===== config.mk =====
export PLATFORM = sky130hd
export DESIGN_NAME = pc_seq_ctrl
export DESIGN_NICKNAME = d
export VERILOG_FILES = /design/src/rtl/pc_seq_ctrl_pkg.sv /design/src/rtl/pc_seq_ctrl_adel_chk.sv /design/src/rtl/pc_seq_ctrl.sv
export SDC_FILE = /design/constraint.sdc
export NUM_CORES = 1
export LEC_CHECK = 0
export BUFFER_PORTS_ARGS = -buffer_cell sky130_fd_sc_hd__buf_2
export CAP_MARGIN = 20
export CORE_ASPECT_RATIO = 0.8
export CORE_MARGIN = 8
export CORE_UTILIZATION = 52
export DETAILED_ROUTE_END_ITERATION = 6
export HOLD_SLACK_MARGIN = 0.1
export PLACE_DENSITY = 0.85
export SETUP_SLACK_MARGIN = 0.2
export SYNTH_ARGS = -nofsm -noshare
export SYNTH_HDL_FRONTEND = slang
export SYNTH_SLANG_ARGS = --single-unit
export TNS_END_PERCENT = 100

===== constraint.sdc =====
create_clock -name clk -period 2.35 [get_ports clk]
set_input_delay 0.47 -clock clk [delete_from_list [all_inputs] [get_ports clk]]
set_output_delay 0.47 -clock clk [all_outputs]
set_load 0.01 [all_outputs]

===== src/rtl/pc_seq_ctrl_pkg.sv =====
// Shared definitions for the fetch-stage sequencer: state encoding, default
// reset/exception addresses, legal fetch window and the AdEL exception code.
package pc_seq_ctrl_pkg;

    localparam int unsigned WIDTH_IFSTATE = 2;

    typedef enum logic [WIDTH_IFSTATE-1:0] {
        StFetch = 2'd0,
        StHold  = 2'd1,
        StDrain = 2'd2
    } if_state_e;

    localparam logic [31:0] DEF_RESET_PC   = 32'h0000_3000;
    localparam logic [31:0] DEF_EXC_VECTOR = 32'h0000_4180;
    localparam logic [31:0] DEF_IMEM_LO    = 32'h0000_3000;
    localparam logic [31:0] DEF_IMEM_HI    = 32'h0000_6FFC;

    // ExcCode for an address error on load/fetch, applied downstream
    localparam logic [4:0] EXC_ADEL = 5'd4;

endpackage


===== src/rtl/pc_seq_ctrl_adel_chk.sv =====
// pc_adel_chk: combinational alignment/range check on a fetch address.
// Only instantiated when IF_ADEL_CHECK_EN is defined.
module pc_adel_chk
    import pc_seq_ctrl_pkg::*;
#(
    parameter logic [31:0] IMEM_LO = DEF_IMEM_LO,
    parameter logic [31:0] IMEM_HI = DEF_IMEM_HI
) (
    input  logic [31:0] pc,
    output logic        adel
);

    // Misaligned or outside the instruction memory window
    always_comb begin
        adel = (pc[1:0] != 2'b00) || (pc < IMEM_LO) || (pc > IMEM_HI);
    end

endmodule


===== src/rtl/pc_seq_ctrl.sv =====
// pc_seq_ctrl: fetch-stage sequencer owning the PC. Handshakes with a
// multi-cycle instruction memory, buffers one word toward ID and keeps the
// branch-delay slot ahead of any redirect target.
// Optional fetch address-error check: define IF_ADEL_CHECK_EN.
module pc_seq_ctrl
    import pc_seq_ctrl_pkg::*;
#(
    parameter logic [31:0] RESET_PC   = DEF_RESET_PC,
    parameter logic [31:0] EXC_VECTOR = DEF_EXC_VECTOR
`ifdef IF_ADEL_CHECK_EN
    ,
    parameter logic [31:0] IMEM_LO    = DEF_IMEM_LO,
    parameter logic [31:0] IMEM_HI    = DEF_IMEM_HI
`endif
) (
    input  logic        clk,
    input  logic        reset,
    input  logic        exc_req,
    input  logic        eret_req,
    input  logic [31:0] epc,
    input  logic        redirect_valid,
    input  logic [31:0] redirect_pc,
    output logic        imem_req,
    output logic [31:0] imem_addr,
    input  logic        imem_ready,
    input  logic [31:0] imem_rdata,
    output logic        if_valid,
    input  logic        if_ready,
    output logic [31:0] if_instr,
    output logic [31:0] if_pc,
    output logic        if_bd,
    output logic        if_exc
);

    if_state_e   state_q, state_d;
    logic [31:0] pc_q, pc_d;
    logic        pend_vld_q, pend_vld_d;
    logic [31:0] pend_pc_q, pend_pc_d;
    logic [31:0] drain_addr_q, drain_addr_d;
    logic [31:0] if_instr_q, if_instr_d;
    logic [31:0] if_pc_q, if_pc_d;
    logic        if_exc_q, if_exc_d;

    logic        adel;
    logic        flush;
    logic [31:0] flush_pc;
    logic        fetch_done;
    logic        handoff;

`ifdef IF_ADEL_CHECK_EN
    pc_adel_chk #(
        .IMEM_LO (IMEM_LO),
        .IMEM_HI (IMEM_HI)
    ) u_adel_chk (
        .pc   (pc_q),
        .adel (adel)
    );
`else
    assign adel = 1'b0;
`endif

    // Flush and hand-off qualifiers; exc beats eret, any flush beats hand-off
    always_comb begin
        flush      = exc_req | eret_req;
        flush_pc   = exc_req ? EXC_VECTOR : epc;
        // A bad address completes the fetch without ever reaching memory
        fetch_done = (state_q == StFetch) & (imem_ready | adel);
        handoff    = (state_q == StHold) & if_ready & ~flush;
    end

    // State register
    always_ff @(posedge clk) begin
        if (reset) begin
            state_q <= StFetch;
        end else begin
            state_q <= state_d;
        end
    end

    // Next-state logic
    always_comb begin
        state_d = state_q;
        unique case (state_q)
            StFetch: begin
                if (flush) begin
                    // Outstanding request must be drained before retargeting
                    state_d = fetch_done ? StFetch : StDrain;
                end else if (fetch_done) begin
                    state_d = StHold;
                end
            end
            StHold: begin
                if (flush || if_ready) begin
                    state_d = StFetch;
                end
            end
            StDrain: begin
                if (imem_ready) begin
                    state_d = StFetch;
                end
            end
            default: state_d = StFetch;
        endcase
    end

    // Output logic
    always_comb begin
        imem_req  = ~reset & (((state_q == StFetch) & ~adel) | (state_q == StDrain));
        imem_addr = (state_q == StDrain) ? drain_addr_q : {pc_q[31:2], 2'b00};
        if_valid  = ~reset & (state_q == StHold);
        if_bd     = (state_q == StHold) & (pend_vld_q | redirect_valid);
        if_instr  = if_instr_q;
        if_pc     = if_pc_q;
        if_exc    = if_exc_q;
    end

    // PC selection, pending redirect and fetch buffer next values
    always_comb begin
        pc_d         = pc_q;
        pend_vld_d   = pend_vld_q;
        pend_pc_d    = pend_pc_q;
        drain_addr_d = drain_addr_q;
        if_instr_d   = if_instr_q;
        if_pc_d      = if_pc_q;
        if_exc_d     = if_exc_q;

        if (flush) begin
            pc_d       = flush_pc;
            pend_vld_d = 1'b0;
            if ((state_q == StFetch) && !fetch_done) begin
                drain_addr_d = {pc_q[31:2], 2'b00};
            end
        end else if (handoff) begin
            pend_vld_d = 1'b0;
            if (redirect_valid) begin
                pc_d = redirect_pc;
            end else if (pend_vld_q) begin
                pc_d = pend_pc_q;
            end else begin
                pc_d = pc_q + 32'd4;
            end
        end else if (redirect_valid) begin
            // Word in flight or held is the delay slot; remember the target
            pend_vld_d = 1'b1;
            pend_pc_d  = redirect_pc;
        end

        if (!flush && fetch_done) begin
            if_instr_d = adel ? 32'h0 : imem_rdata;
            if_pc_d    = pc_q;
            if_exc_d   = adel;
        end
    end

    // Datapath registers
    always_ff @(posedge clk) begin
        if (reset) begin
            pc_q         <= RESET_PC;
            pend_vld_q   <= 1'b0;
            pend_pc_q    <= 32'h0;
            drain_addr_q <= 32'h0;
            if_instr_q   <= 32'h0;
            if_pc_q      <= RESET_PC;
            if_exc_q     <= 1'b0;
        end else begin
            pc_q         <= pc_d;
            pend_vld_q   <= pend_vld_d;
            pend_pc_q    <= pend_pc_d;
            drain_addr_q <= drain_addr_d;
            if_instr_q   <= if_instr_d;
            if_pc_q      <= if_pc_d;
            if_exc_q     <= if_exc_d;
        end
    end

endmodule


==> flow_metrics.env <==
export IMPL_fp_coreArea_um2=14200
export IMPL_post_route_util_pct=69.1
export IMPL_synth_top_area_cell="dfxtp_1"
export IMPL_overflow=0
export IMPL_grt_pass1_vias=6941
export IMPL_worst_r2r_endpoint="pc_q[14]$_SDFFE_PP0P_"
export IMPL_final_max_slew_viol_count=0
export IMPL_clockBufferDepth=2
export IMPL_drive_above_1_share_pct=28.1
export IMPL_cts_tree="done"
export IMPL_p_leak_nw=3.92
export IMPL_ys_seq_area_share_pct=43.3
export IMPL_die_h_um=123
export IMPL_diodes=0
export IMPL_min_to="if_instr[29]$_SDFFE_PP0P_"
export IMPL_hpwl_um=16900
export IMPL_hold_viol_final=0
export IMPL_cp_required_ns=1.88
export IMPL_stdcell_area_um2=9770
export IMPL_highest_layer="met4"
export IMPL_ys_warn_count=0
export IMPL_p_comb_share_pct=11.9
export IMPL_viasPerCell=5.75
export IMPL_pwr_density_cell_nw_per_um2=680
export IMPL_setup_tns_final_ns=0
export IMPL_maxCapViolations=0
export IMPL_wl_per_cell_um=18.3
export IMPL_r2r_cells=6
export IMPL_drt_pass1_iterations=7
export IMPL_die_width_um=150
export IMPL_hold_buffers=0
export IMPL_cts_buffers_inserted=17
export IMPL_wirelength_um=24700
export IMPL_synth_top_area_share_pct=43.3
export IMPL_hold_ws_ns=0.271
export IMPL_area_growth_synth_to_final_pct=31.3
export IMPL_ctsHtreeMaxLevel=4
export IMPL_p_sw_mw=1.69
export IMPL_end_kind="output port"
export IMPL_synth_seq_cells=161
export IMPL_cts_num_sinks=161
export IMPL_finalCritPeriodShare_pct=91.9
export IMPL_timing_final_ws_setup_ns=0.191
export IMPL_port_buffers=199
export IMPL_start_util_pct=52.6
export IMPL_async_flop_share_pct=0
export IMPL_place_area_um2=8710
export IMPL_clock_root_buffer="clkbuf_16"
export IMPL_worstPathArrival_ns=1.69
export IMPL_startpoint_type="flip-flop"
export IMPL_final_nets=1257
export IMPL_setup_viol_count_final=0
export IMPL_fin_crit_ns=2.16
export IMPL_wl_met1_um=10300
export IMPL_dieArea_um2=18400
export IMPL_synth_area_um2=7450
export IMPL_rsz0062_at_grt="true"
export IMPL_violations="design-rule violations"
export IMPL_clkTransAtPathRegs_ns=0.07
export IMPL_worstSkewPairLatency_ns=0.43
export IMPL_ys_types=52
export IMPL_worst_pin_slew_ns=0.520
export IMPL_grt_pass1_wl_um=36500
export IMPL_skew_ns=0.00598
export IMPL_vdd_ir_drop_worst_v=0.000546
export IMPL_status="finished, violations left"
export IMPL_met3_length_um=3010
export IMPL_p_clk_share_pct=45.1
export IMPL_core_rowCount=39
export IMPL_synth_area_per_cell_um2=7.68
export IMPL_seq_power_share_pct=43.1
export IMPL_r2r_start="pc_q[2]$_SDFFE_PP0P_"
export IMPL_r2r_slack_ns=0.34
export IMPL_synthTopCellsByArea="dfxtp_1 43%, nand2_1 14%, a21oi_1 9.9%"
export IMPL_place_congestion=0.935
export IMPL_p_sw_share_pct=25.5
export IMPL_grt_usage_pct=24.9
export IMPL_via_count=7764
export IMPL_postRouteAntennaNets=0
export IMPL_route_detailed_drc=2
export IMPL_synth_edf_count=0
export IMPL_synth_ff_type="dfxtp_1"
export IMPL_antenna_found_initial=0
export IMPL_grt_max_degree=65
export IMPL_worstHoldPathCells=3
export IMPL_hold_path_class="in2reg"
export IMPL_slew_headroom_pct=65.4
export IMPL_netlist_instances=969
export IMPL_path_class="reg2out"
export IMPL_n_fill_cell=1146
export IMPL_wl_met2_um=11100
export IMPL_pre_cts_slack_ns=0.322
export IMPL_clock_fmax_ghz=0.463
export IMPL_drt_iter0_drc=869
export IMPL_hold_path_startpoint="imem_rdata[29]"
export IMPL_ios=203
export IMPL_p_int_mw=4.95
export IMPL_cp_max_fo=8
area by class of cell:
class,count,area (um2),share of cell area (%)
clock buffers,18,429,4.39
clock inverters,14,203,2.07
inverters,5,18.8,0.192
multi-input cells,712,3940,40.3
flip-flops and latches,161,3230,33.1
well taps,184,230,2.36
repair buffers,256,1730,17.7
kinds of logic after synthesis:
kind of cell	count (synthesis)	share of synthesized area, %
compound gates	235	18.7
xor+xnor	22	2.59
fa+ha+maj	1	0.168
buf+inv	98	5.66
flops	161	43.3
mux	38	5.61
other cells	1	0.0504
simple gates	413	23.9
placed cells by master, fill, tap and decap left out, drive strengths merged, types with 4 or more instances in the layout:
master,instances
xor2,6
o21ai,14
xnor2,16
nor4,11
a211oi,4
or2,4
mux2i,8
bufinv,4
a221oi,16
inv,10
buf,255
mux2,30
nand3b,5
a21oi,148
and4,5
clkbuf,19
and3,9
nand2,282
o22ai,14
nor3,19
a22oi,13
nand3,16
nand4,10
nand2b,5
nor2,34
a222oi,6
dfxtp,161
sequential cells by signal, summed over array words and instances (netlist names):
name          flops
drain_addr_q     30
if_pc            32
if_instr         32
pc_q             32
pend_pc_q        32
state_q           2
pend_vld_q        1
Yosys cell counts (all sizes together) (6+ instances only):
master	n
nand2	282
dfxtp	161
a21oi	148
clkbuf	60
nor2	34
buf	33
mux2	30
nor3	19
a221oi	16
nand3	16
xnor2	16
o21ai	14
o22ai	14
a22oi	13
nor4	11
nand4	10
and3	9
mux2i	8
a222oi	6
xor2	6
through the flow:
stage                     total power, mW  std cells
after floorplan                      3.30        971
after detailed placement             3.60       1310
final                                6.65       1350
after global routing                 6.85       1350
after CTS                            6.60       1348
after global placement               3.59       1310
power by group through the flow:
stage	clock, mW	sequential (mW)	combinational [mW]
2_1_floorplan	0	2.92	0.382
3_3_place_gp	0	2.92	0.673
3_5_place_dp	0	2.92	0.679
4_1_cts	3.02	2.86	0.720
5_1_grt	3.14	2.87	0.850
6_report	2.99	2.86	0.790
how the worst max path moves through the flow:
stage / to / start / slack, ns / cells after the start
2_1_floorplan: pc_q[31]$_SDFFE_PP0P_ / redirect_valid / 0.42 / 6
3_3_place_gp: pc_q[11]$_SDFFE_PP0P_ / eret_req / 0.41 / 6
3_5_place_dp: pc_q[14]$_SDFFE_PP0P_ / pc_q[2]$_SDFFE_PP0P_ / 0.32 / 6
4_1_cts: imem_addr[5] / state_q[1]$_SDFFE_PP0P_ / 0.16 / 4
5_1_grt: imem_addr[5] / state_q[1]$_SDFFE_PP0P_ / 0.14 / 5
6_report: imem_addr[21] / state_q[1]$_SDFFE_PP0P_ / 0.19 / 5
timing repair:
action                                  CTS  global route
gates resized for setup                  10            57
endpoints found under the hold margin     0             0
buffers inserted                          4             1
cloned                                    2             1
endpoints found under the setup margin   30            33
worst max-delay path, stage by stage (launching register included):
cell and delay [ns]:
dfxtp_4 0.34, nor2b_4 0.18, buf_6 0.15, buf_12 0.14, mux2_4 0.32, buf_6 0.13
layer usage:
layer  GRT usage [%]  vias up
met5               0        -
met4            6.36        0
met3            7.50       31
met2            37.4      444
met1            34.1     3574
li1                -     3715
No activity file was read; power rests on OpenSTA's default activity.
